`src/rtl/cnn_act_pkg.sv`:
```
// Shared encodings for the activation stream: activation modes and FSM states.
package cnn_act_pkg;

  typedef enum logic [1:0] {
    MODE_PASS  = 2'd0,
    MODE_RELU  = 2'd1,
    MODE_LEAKY = 2'd2,
    MODE_CLAMP = 2'd3
  } act_mode_e;

  typedef enum logic [1:0] {
    IDLE = 2'd0,
    BUSY = 2'd1,
    DONE = 2'd2
  } act_state_e;

endpackage

```
`src/rtl/act_lane.sv`:
```
// Single-element activation: combinational f(x) for the selected mode plus the sign flag.
module act_lane
  import cnn_act_pkg::*;
#(
  parameter int DATA_WIDTH = 32,
  parameter int FRAC_BITS  = 16,
  parameter int LEAK_SHIFT = 3,
  parameter int CLAMP_INT  = 6
) (
  input  logic [DATA_WIDTH-1:0] i_x,
  input  act_mode_e             i_mode,
  output logic [DATA_WIDTH-1:0] o_y,
  output logic                  o_neg
);

  localparam logic signed [DATA_WIDTH-1:0] CLAMP_MAX = DATA_WIDTH'(CLAMP_INT) <<< FRAC_BITS;

  logic signed [DATA_WIDTH-1:0] w_sx;
  logic signed [DATA_WIDTH-1:0] w_leak;

  assign w_sx   = $signed(i_x);
  assign w_leak = w_sx >>> LEAK_SHIFT;
  assign o_neg  = i_x[DATA_WIDTH-1];

  always_comb begin
    o_y = i_x;
    case (i_mode)
      MODE_RELU: begin
        if (o_neg) o_y = '0;
      end
      MODE_LEAKY: begin
        if (o_neg) o_y = w_leak;
      end
      MODE_CLAMP: begin
        if (o_neg) begin
          o_y = '0;
        end else if (w_sx > CLAMP_MAX) begin
          o_y = CLAMP_MAX;
        end
      end
      default: o_y = i_x;
    endcase
  end

endmodule

```
`src/rtl/activation_stream.sv`:
```
// Latches one FC neuron vector, applies the selected activation and streams it out LANES
// elements per beat under valid/ready, counting negative inputs along the way.
module activation_stream
  import cnn_act_pkg::*;
#(
  parameter int DATA_WIDTH     = 32,
  parameter int OUTPUT_NEURONS = 32,
  parameter int LANES          = 4,
  parameter int FRAC_BITS      = 16,
  parameter int LEAK_SHIFT     = 3,
  parameter int CLAMP_INT      = 6
) (
  input  logic                                 clk,
  input  logic                                 reset,
  input  logic [1:0]                           mode,
  input  logic                                 in_valid,
  output logic                                 in_ready,
  input  logic [DATA_WIDTH*OUTPUT_NEURONS-1:0] output_fc,
  output logic                                 out_valid,
  input  logic                                 out_ready,
  output logic [DATA_WIDTH*LANES-1:0]          out_data,
  output logic                                 out_last,
  output logic                                 done,
  output logic [$clog2(OUTPUT_NEURONS+1)-1:0]  neg_count
);

  localparam int BEATS      = OUTPUT_NEURONS / LANES;
  localparam int BEAT_W     = (BEATS > 1) ? $clog2(BEATS) : 1;
  localparam int CNT_W      = $clog2(OUTPUT_NEURONS + 1);
  localparam int LANE_CNT_W = $clog2(LANES + 1);
  localparam int BEAT_BITS  = DATA_WIDTH * LANES;

  if ((OUTPUT_NEURONS % LANES) != 0) begin : g_bad_cfg
    $error("activation_stream: OUTPUT_NEURONS must be a multiple of LANES");
  end

  act_state_e                           r_state, w_state_d;
  logic [DATA_WIDTH*OUTPUT_NEURONS-1:0] r_vec, w_vec_d;
  act_mode_e                            r_mode, w_mode_d;
  logic [BEAT_W-1:0]                    r_beat, w_beat_d;
  logic [BEAT_BITS-1:0]                 r_out_data, w_out_data_d;
  logic                                 r_out_valid, w_out_valid_d;
  logic                                 r_out_last, w_out_last_d;
  logic [CNT_W-1:0]                     r_neg_acc, w_neg_acc_d;
  logic [CNT_W-1:0]                     r_neg_count, w_neg_count_d;

  logic [BEAT_W-1:0]     w_beat_idx;
  logic                  w_is_last;
  logic [BEAT_BITS-1:0]  w_src;
  act_mode_e             w_mode_src;
  logic [BEAT_BITS-1:0]  w_act;
  logic [LANES-1:0]      w_neg;
  logic [LANE_CNT_W-1:0] w_beat_negs;
  logic                  w_load;

  // Beat 0 is computed straight from the input bus in IDLE so it is valid right after accept.
  assign w_beat_idx = (r_state == IDLE) ? '0 : r_beat;
  assign w_is_last  = (w_beat_idx == BEAT_W'(BEATS - 1));
  assign w_mode_src = (r_state == IDLE) ? act_mode_e'(mode) : r_mode;
  assign w_src      = (r_state == IDLE) ? output_fc[BEAT_BITS-1:0]
                                        : r_vec[int'(r_beat) * BEAT_BITS +: BEAT_BITS];

  for (genvar j = 0; j < LANES; j++) begin : g_lane
    act_lane #(
      .DATA_WIDTH(DATA_WIDTH),
      .FRAC_BITS (FRAC_BITS),
      .LEAK_SHIFT(LEAK_SHIFT),
      .CLAMP_INT (CLAMP_INT)
    ) u_act_lane (
      .i_x   (w_src[j*DATA_WIDTH +: DATA_WIDTH]),
      .i_mode(w_mode_src),
      .o_y   (w_act[j*DATA_WIDTH +: DATA_WIDTH]),
      .o_neg (w_neg[j])
    );
  end

  always_comb begin
    w_beat_negs = '0;
    for (int j = 0; j < LANES; j++) begin
      w_beat_negs = w_beat_negs + LANE_CNT_W'(w_neg[j]);
    end
  end

  always_comb begin
    w_state_d     = r_state;
    w_vec_d       = r_vec;
    w_mode_d      = r_mode;
    w_beat_d      = r_beat;
    w_out_data_d  = r_out_data;
    w_out_valid_d = r_out_valid;
    w_out_last_d  = r_out_last;
    w_neg_acc_d   = r_neg_acc;
    w_neg_count_d = r_neg_count;
    w_load        = 1'b0;

    unique case (r_state)
      IDLE: begin
        if (in_valid) begin
          w_vec_d     = output_fc;
          w_mode_d    = act_mode_e'(mode);
          w_neg_acc_d = CNT_W'(w_beat_negs);
          w_load      = 1'b1;
          w_state_d   = BUSY;
        end
      end
      BUSY: begin
        if (r_out_valid && out_ready && r_out_last) begin
          w_out_valid_d = 1'b0;
          w_out_last_d  = 1'b0;
          w_neg_count_d = r_neg_acc;
          w_state_d     = DONE;
        end else if (!r_out_valid || out_ready) begin
          w_neg_acc_d = r_neg_acc + CNT_W'(w_beat_negs);
          w_load      = 1'b1;
        end
      end
      DONE: begin
        w_state_d = IDLE;
      end
      default: begin
        w_state_d = IDLE;
      end
    endcase

    if (w_load) begin
      w_out_data_d  = w_act;
      w_out_valid_d = 1'b1;
      w_out_last_d  = w_is_last;
      w_beat_d      = w_is_last ? '0 : w_beat_idx + 1'b1;
    end
  end

  always_ff @(posedge clk) begin
    if (reset) begin
      r_state     <= IDLE;
      r_vec       <= '0;
      r_mode      <= MODE_PASS;
      r_beat      <= '0;
      r_out_data  <= '0;
      r_out_valid <= 1'b0;
      r_out_last  <= 1'b0;
      r_neg_acc   <= '0;
      r_neg_count <= '0;
    end else begin
      r_state     <= w_state_d;
      r_vec       <= w_vec_d;
      r_mode      <= w_mode_d;
      r_beat      <= w_beat_d;
      r_out_data  <= w_out_data_d;
      r_out_valid <= w_out_valid_d;
      r_out_last  <= w_out_last_d;
      r_neg_acc   <= w_neg_acc_d;
      r_neg_count <= w_neg_count_d;
    end
  end

  assign in_ready  = (r_state == IDLE);
  assign done      = (r_state == DONE);
  assign out_valid = r_out_valid;
  assign out_data  = r_out_data;
  assign out_last  = r_out_last;
  assign neg_count = r_neg_count;

endmodule

```
`config.mk`:
```
export PLATFORM = sky130hd
export DESIGN_NAME = activation_stream
export DESIGN_NICKNAME = d
export VERILOG_FILES = /design/src/rtl/cnn_act_pkg.sv /design/src/rtl/act_lane.sv /design/src/rtl/activation_stream.sv
export SDC_FILE = /design/constraint.sdc
export NUM_CORES = 2
export LEC_CHECK = 0
export ABC_CLOCK_PERIOD_IN_PS = 10100
export CAP_MARGIN = 5
export CORE_AREA = 2 2 454 456
export CTS_CLUSTER_SIZE = 28
export DETAILED_ROUTE_END_ITERATION = 16
export DIE_AREA = 0 0 456 458
export PLACE_DENSITY = 0.52
export SYNTH_ARGS = -nofsm -noshare
export SYNTH_HDL_FRONTEND = slang
export SYNTH_SLANG_ARGS = --single-unit
```
`constraint.sdc`:
```
create_clock -name clk -period 10.1 [get_ports clk]
set_clock_uncertainty 0.05 [all_clocks]
set_input_delay 2.02 -clock clk [delete_from_list [all_inputs] [get_ports clk]]
set_output_delay 2.02 -clock clk [all_outputs]
set_load 0.005 [all_outputs]
```
# After elaboration in Yosys (flattened, before gate mapping)
# Cells that the tools add are included.
# totals
wordCells	81
regBits	1173
inputBits	1030
output_inout_bits	138
# classes
n_eq_ne	10
shift	1
addsub	5
n_reduce_logical	13
n_mux	39
magnitude_cmp	4
# op_table
operator	n
1024-bit by 11-bit variable part select with 128-bit output	1
32-bit case mux with 3 select lines	4
32-bit two-way mux	8
31-bit two-way mux	8
32-bit by 20-bit greater-than comparator with 1-bit output (second input constant)	4
128-bit two-way mux	1
6-bit two-way mux	3
6-bit case mux with 2 select lines	1
2-bit != test (second input constant)	4
2-bit AND reduction	4
1-bit two-way mux	7
6-bit by 3-bit adder with 6-bit output	1
2-bit equality test (second input constant)	3
2-bit two-way mux	3
3-bit two-way mux	2
2-bit nonzero test	3
2-bit by 1-bit equality test with 1-bit output (second input constant)	2
2-bit case mux with 2 select lines	1
4-bit AND reduction	1
2-bit by 1-bit adder with 3-bit output	1
3-bit by 1-bit adder with 3-bit output	1
3-bit by 1-bit adder with 3-bit output (second input constant)	1
3-bit equality test (second input constant)	1
1-bit by 1-bit adder with 2-bit output	1
5 further kinds	6

# Logic depth before layout (Yosys ltp)
# depth
depth_word	9
ltp_mapped	24
depth_no_buf	16

# Modules after synthesis
# Synthesis repeated with hierarchy kept, for this count alone.
# unflattened
cells_unflattened	6713
hier_area_um2	51637.0
# modules_own_cells
mod	seq_area_each_um2	area_per_inst_um2	instances	cells_per_inst
activation_stream	23482.5	49475.0	1	6405
act_lane	0.0	540.5	4	77

# Worst setup path after synthesis
# No wires, ideal clock.
# synth_path
kind	input to register
startpoint	input port output_fc[127]
endpoint	register r_neg_acc[5]
required_time_ns	9.918
setup_ns	0.132
path_buffers	1
arrival_time_ns	4.718
path_stages	15
slack_ns	5.200
cell_sequence	nand2_1 -> o21ai_1 -> inv_1 -> clkbuf_1 -> fa_1 -> inv_1 -> ha_1 -> ha_1 -> ha_1 -> a21o_1 -> a21oi_1 -> nor2_1 -> nand3_1 -> xor2_1 -> nor3_1
# synth_via
elab_chain_len	6
# synth_rtl
element	line	rtl
from (decl)	activation_stream.sv:18	input logic [DATA_WIDTH*OUTPUT_NEURONS-1:0] output_fc,
128-bit two-way mux	activation_stream.sv:60	assign w_src = (r_state == IDLE) ? output_fc[BEAT_BITS-1:0]
3-bit by 1-bit adder with 3-bit output	activation_stream.sv:80	w_beat_negs = w_beat_negs + LANE_CNT_W'(w_neg[j]);
6-bit by 3-bit adder with 6-bit output	activation_stream.sv:113	w_neg_acc_d = r_neg_acc + CNT_W'(w_beat_negs);
6-bit two-way mux	activation_stream.sv:112	end else if (!r_out_valid || out_ready) begin
6-bit two-way mux	activation_stream.sv:107	if (r_out_valid && out_ready && r_out_last) begin
6-bit case mux with 2 select lines	activation_stream.sv:96	unique case (r_state)
to (signal assigned)	activation_stream.sv:152	r_neg_acc <= w_neg_acc_d;
to (decl)	activation_stream.sv:44	logic [CNT_W-1:0] r_neg_acc, w_neg_acc_d;
# Every way passes these cells. The select of a mux whose other input is x is not followed.
# A chain may end at the register's enable or synchronous reset.

# Worst setup path after layout
# layout_path
startpoint	register r_beat[0]
endpoint	register r_out_data[20], in the netlist out_data[20]
# layout_via
elab_chain_len	6
elab_cells_between_ends	8
classes_between	1 x order compare; 1 x shift; 6 x mux
# layout_rtl
element	line	rtl
from (decl)	activation_stream.sv:40	logic [BEAT_W-1:0] r_beat, w_beat_d;
from (signal assigned)	activation_stream.sv:148	r_beat <= w_beat_d;
1024-bit by 11-bit variable part select with 128-bit output *	activation_stream.sv:61	: r_vec[int'(r_beat) * BEAT_BITS +: BEAT_BITS];
128-bit two-way mux *	activation_stream.sv:60	
32-bit by 20-bit greater-than comparator with 1-bit output	act_lane.sv:37	end else if (w_sx > CLAMP_MAX) begin
31-bit two-way mux	act_lane.sv:37	
32-bit two-way mux	act_lane.sv:35	if (o_neg) begin
32-bit case mux with 3 select lines *	act_lane.sv:27	case (i_mode)
to (signal assigned)	activation_stream.sv:149	r_out_data <= w_out_data_d;
to (decl)	activation_stream.sv:41	logic [BEAT_BITS-1:0] r_out_data, w_out_data_d;
# Every way passes the cells marked *; elsewhere a longest branch is shown, timed or not.

==> impl_metrics.toml <==
[global_routing]
busiest_layer = "met2"
global_route.usage.met1_pct = 28.8
grt_pass1_vias = 47900
grtUsageMet2_pct = 37.0
grt_usage_pct = 23.2
antenna_found_initial = 104
grt_pass1_wl_um = 353000
grt_max_degree = 218
gr-usage-met3_pct = 4.78
grt_overflow = 0

[yosys]
synthesis.nets = 7418
synth.avg_cell_area_sq_um = 8.11
synth_warnings = 0
ys.flop_type = "dfxtp_1"
synthCells = 6379
synth_seq_cells = 1173
syn_area_sq_um = 51700
seq_area_frac_synth_pct = 45.4
synth-async-reset-ratio_pct = 0
synth_cell_types = 69
synth_edf_count = 0

[worst_setup_path]
max_stage_delay_ns = 0.79
regToRegEndpoint = "out_data[20]"
worstPathRequired_ns = 10.75
r2r_cells = 10
slowest_stage = "buf_4"
start_kind = "flop"
path_buf_inv = 2
cp-end-kind = "flop"
startpoint = "r_beat[0]"
rrSetupSlack_ns = 4.55
worst_ep_arrival_time_ns = 6.20
crit_type = "reg -> reg"
cp_cell_sequence = "buf_4, and2_4, buf_4, a22oi_1, a31oi_1, nand4_1, or4_1, o211ai_1, o211ai_1, o221ai_1"
path_max_fanout = 40
r2r_start = "r_beat[0]"
crit_family = "compound AO/OA/AOI/OAI gates"

[job]
drv_cap = 0

[clock_network]
clock_latency_ns = 0.82
cts_tree = "built"
postCtsSetupBuffers = 0
clockBufferDepth = 3
cts_resized = 0
hold_buffers = 0
clockRootBuffer = "clkbuf_16"
htree_levels = 4
cts.sinks = 1173
cts_buffers = 143
path_clk_slew_ns = 0.06

[sta]
slew_violations = 0
hold_ws_ns = 0.397
rsz0062_at_grt = "false"
timing.fmax_mhz = 180
max_slew_margin_pct = 21.3
setup_tns_ns = 0
hold_viol = 0
period_share_pct = 54.9
worst_slew_pin_slew_ns = 1.18
setup_violations = 0
post-route-min-period_ns = 5.55

[routing]
drc = 0
drt-pass1-iter-count = 6
wl_per_cell_um = 25.1
drtAntennaViolNets = 0
drtIter0Drc = 4727
vias = 50500
wl_um = 253000
vias_per_cell = 5.01

[finish]
register_area_sq_um = 23500
finish.utilization_pct = 34.5
num-nets-final = 8258
n_fill_cell = 21300
final_cell_mix = "nand2_1, dfxtp_1, clkdlybuf4s50_1, a21oi_1, mux2i_1"
drive_gt1_share_pct = 6.90
design_area_sq_um = 70200
final_common_cell = "nand2_1"
multi_input_area_sq_um = 25900
syn2layout_area_growth_pct = 35.8

[power]
p_sw_uw = 3660
comb_power_share_pct = 17.1
max-vdd-ir-drop_mv = 0.168
power.leakage_uw = 0.0248
clockPowerShare_pct = 42.6
swShare_pct = 28.8
pwr_density_cell_nw_per_um2 = 181
internal_power_uw = 9040
power_frac_seq_pct = 40.3

[floorplanning]
row_count = 166
chipWidth_um = 456
initial_core_util_pct = 25.4
die_h_um = 458
core_area_sq_um = 204000
io_pins = 1168
die_area_sq_um = 209000

[worst_hold_path]
hold_depth = 2
worstHoldStart = "out_data[6]"
whs_endpoint = "out_data[6]"
hp-class = "reg -> reg"

[placed_design]
io_buffers = 1167
place_area_sq_um = 65200
place_congestion = 0.909
dp_hpwl_um = 185000

[status]
run_status = "finished clean"
-- sequential cells by signal, indices dropped and copies added, names as in the netlist --
signal and cells:
r_state 2, r_mode 2, out_data 128, r_beat 3
r_neg_acc 6, r_vec 1024, out_last 1, out_valid 1
neg_count 6
-- power groups by stage --
stage,Combinational [uW],Clock [uW],Sequential (uW)
6_report,2170,5410,5120
5_1_grt,2330,5720,5150
4_1_cts,2180,5530,5120
3_5_place_dp,2180,0,5220
3_3_place_gp,2160,0,5210
2_1_floorplan,1100,0,5150
-- worst min-delay path, stage by stage (launching register included) --
cell	delay, ns
dfxtp_1	0.31
nand2_1	0.05
o21ai_1	0.05
-- cell families after synthesis --
kind of cell	after synthesis	synth area share (%)
and+or+nand+nor	2565	19.7
AOI/OAI and AO/OA	1668	18.1
DFF	1173	45.4
buffers and inverters	555	4.80
muxes	405	11.8
adders and majority gates	9	0.247
xor gates and xnor gates	4	0.0678
-- final cells by class --
cell class              count  area share, %
multi-input cells        4651           36.8
flip-flops and latches   1173           33.4
repair buffers           1238           17.6
clock buffers             206           5.96
well taps                2688           4.79
clock inverters            54           1.05
diodes                     58          0.207
inverters                  12         0.0784
-- stage by stage --
stage          cells  setup slack (ns)  total power (uW)
6_report       10100              4.55             12700
5_1_grt        10100              4.25             13200
4_1_cts        10000              4.45             12800
3_5_place_dp    9762              3.91              7390
3_3_place_gp    9762              3.75              7370
2_1_floorplan   6379              5.20              6260
-- synthesized netlist by cell type (all sizes together), types with 2 or more instances --
| master | count | area share (%) |
|---|---|---|
| o221ai | 10 | 0.17 |
| a22o | 6 | 0.10 |
| a32oi | 2 | 0.034 |
| buf | 106 | 1.5 |
| o22ai | 69 | 0.83 |
| o21a | 2 | 0.029 |
| o32ai | 2 | 0.034 |
| nand3b | 9 | 0.15 |
| nand3 | 18 | 0.23 |
| nand2 | 2216 | 16 |
| nor2b | 7 | 0.085 |
| and3 | 49 | 0.60 |
| o31ai | 4 | 0.068 |
| a221oi | 29 | 0.53 |
| a311oi | 4 | 0.068 |
| nor3b | 7 | 0.10 |
| a2111oi | 2 | 0.034 |
| mux2i | 239 | 4.6 |
| nand2b | 7 | 0.085 |
| mux4 | 158 | 7.0 |
| a22oi | 116 | 1.7 |
| ha | 7 | 0.17 |
| fa | 2 | 0.077 |
| dfxtp | 1173 | 45 |
| clkbuf | 437 | 3.2 |
| or4 | 4 | 0.065 |
| nor4 | 4 | 0.060 |
| a221o | 27 | 0.52 |
| a31oi | 53 | 0.64 |
| nand4 | 18 | 0.22 |
| xnor2 | 3 | 0.051 |
| a21o | 2 | 0.029 |
| nor2 | 154 | 1.1 |
| o21ai | 150 | 1.5 |
| a21oi | 1148 | 11 |
| or3 | 3 | 0.036 |
| and2 | 56 | 0.68 |
| a41oi | 11 | 0.19 |
| mux2 | 8 | 0.17 |
| a211oi | 9 | 0.13 |
| o211ai | 16 | 0.26 |
| inv | 12 | 0.092 |
| o311ai | 3 | 0.051 |
| nor3 | 11 | 0.11 |
-- worst max-delay path by stage --
stage	end	slack (ns)	cells after the start
after floorplan	r_neg_acc[5]	5.20	15
after global placement	r_neg_acc[5]	3.75	14
after detailed placement	r_neg_acc[5]	3.91	14
after CTS	r_neg_acc[5]	4.45	16
after global routing	out_data[12]	4.25	10
final	out_data[20]	4.55	10
-- per-layer routing --
layer	wire length (um)	part of all wire (%)	vias up
met1	105000	42	24600
met2	118000	47	1728
met5	239	0.094	-
li1	-	-	23600
met3	15100	6.0	451
met4	14500	5.7	38
(Power assumes the default switching activity.)
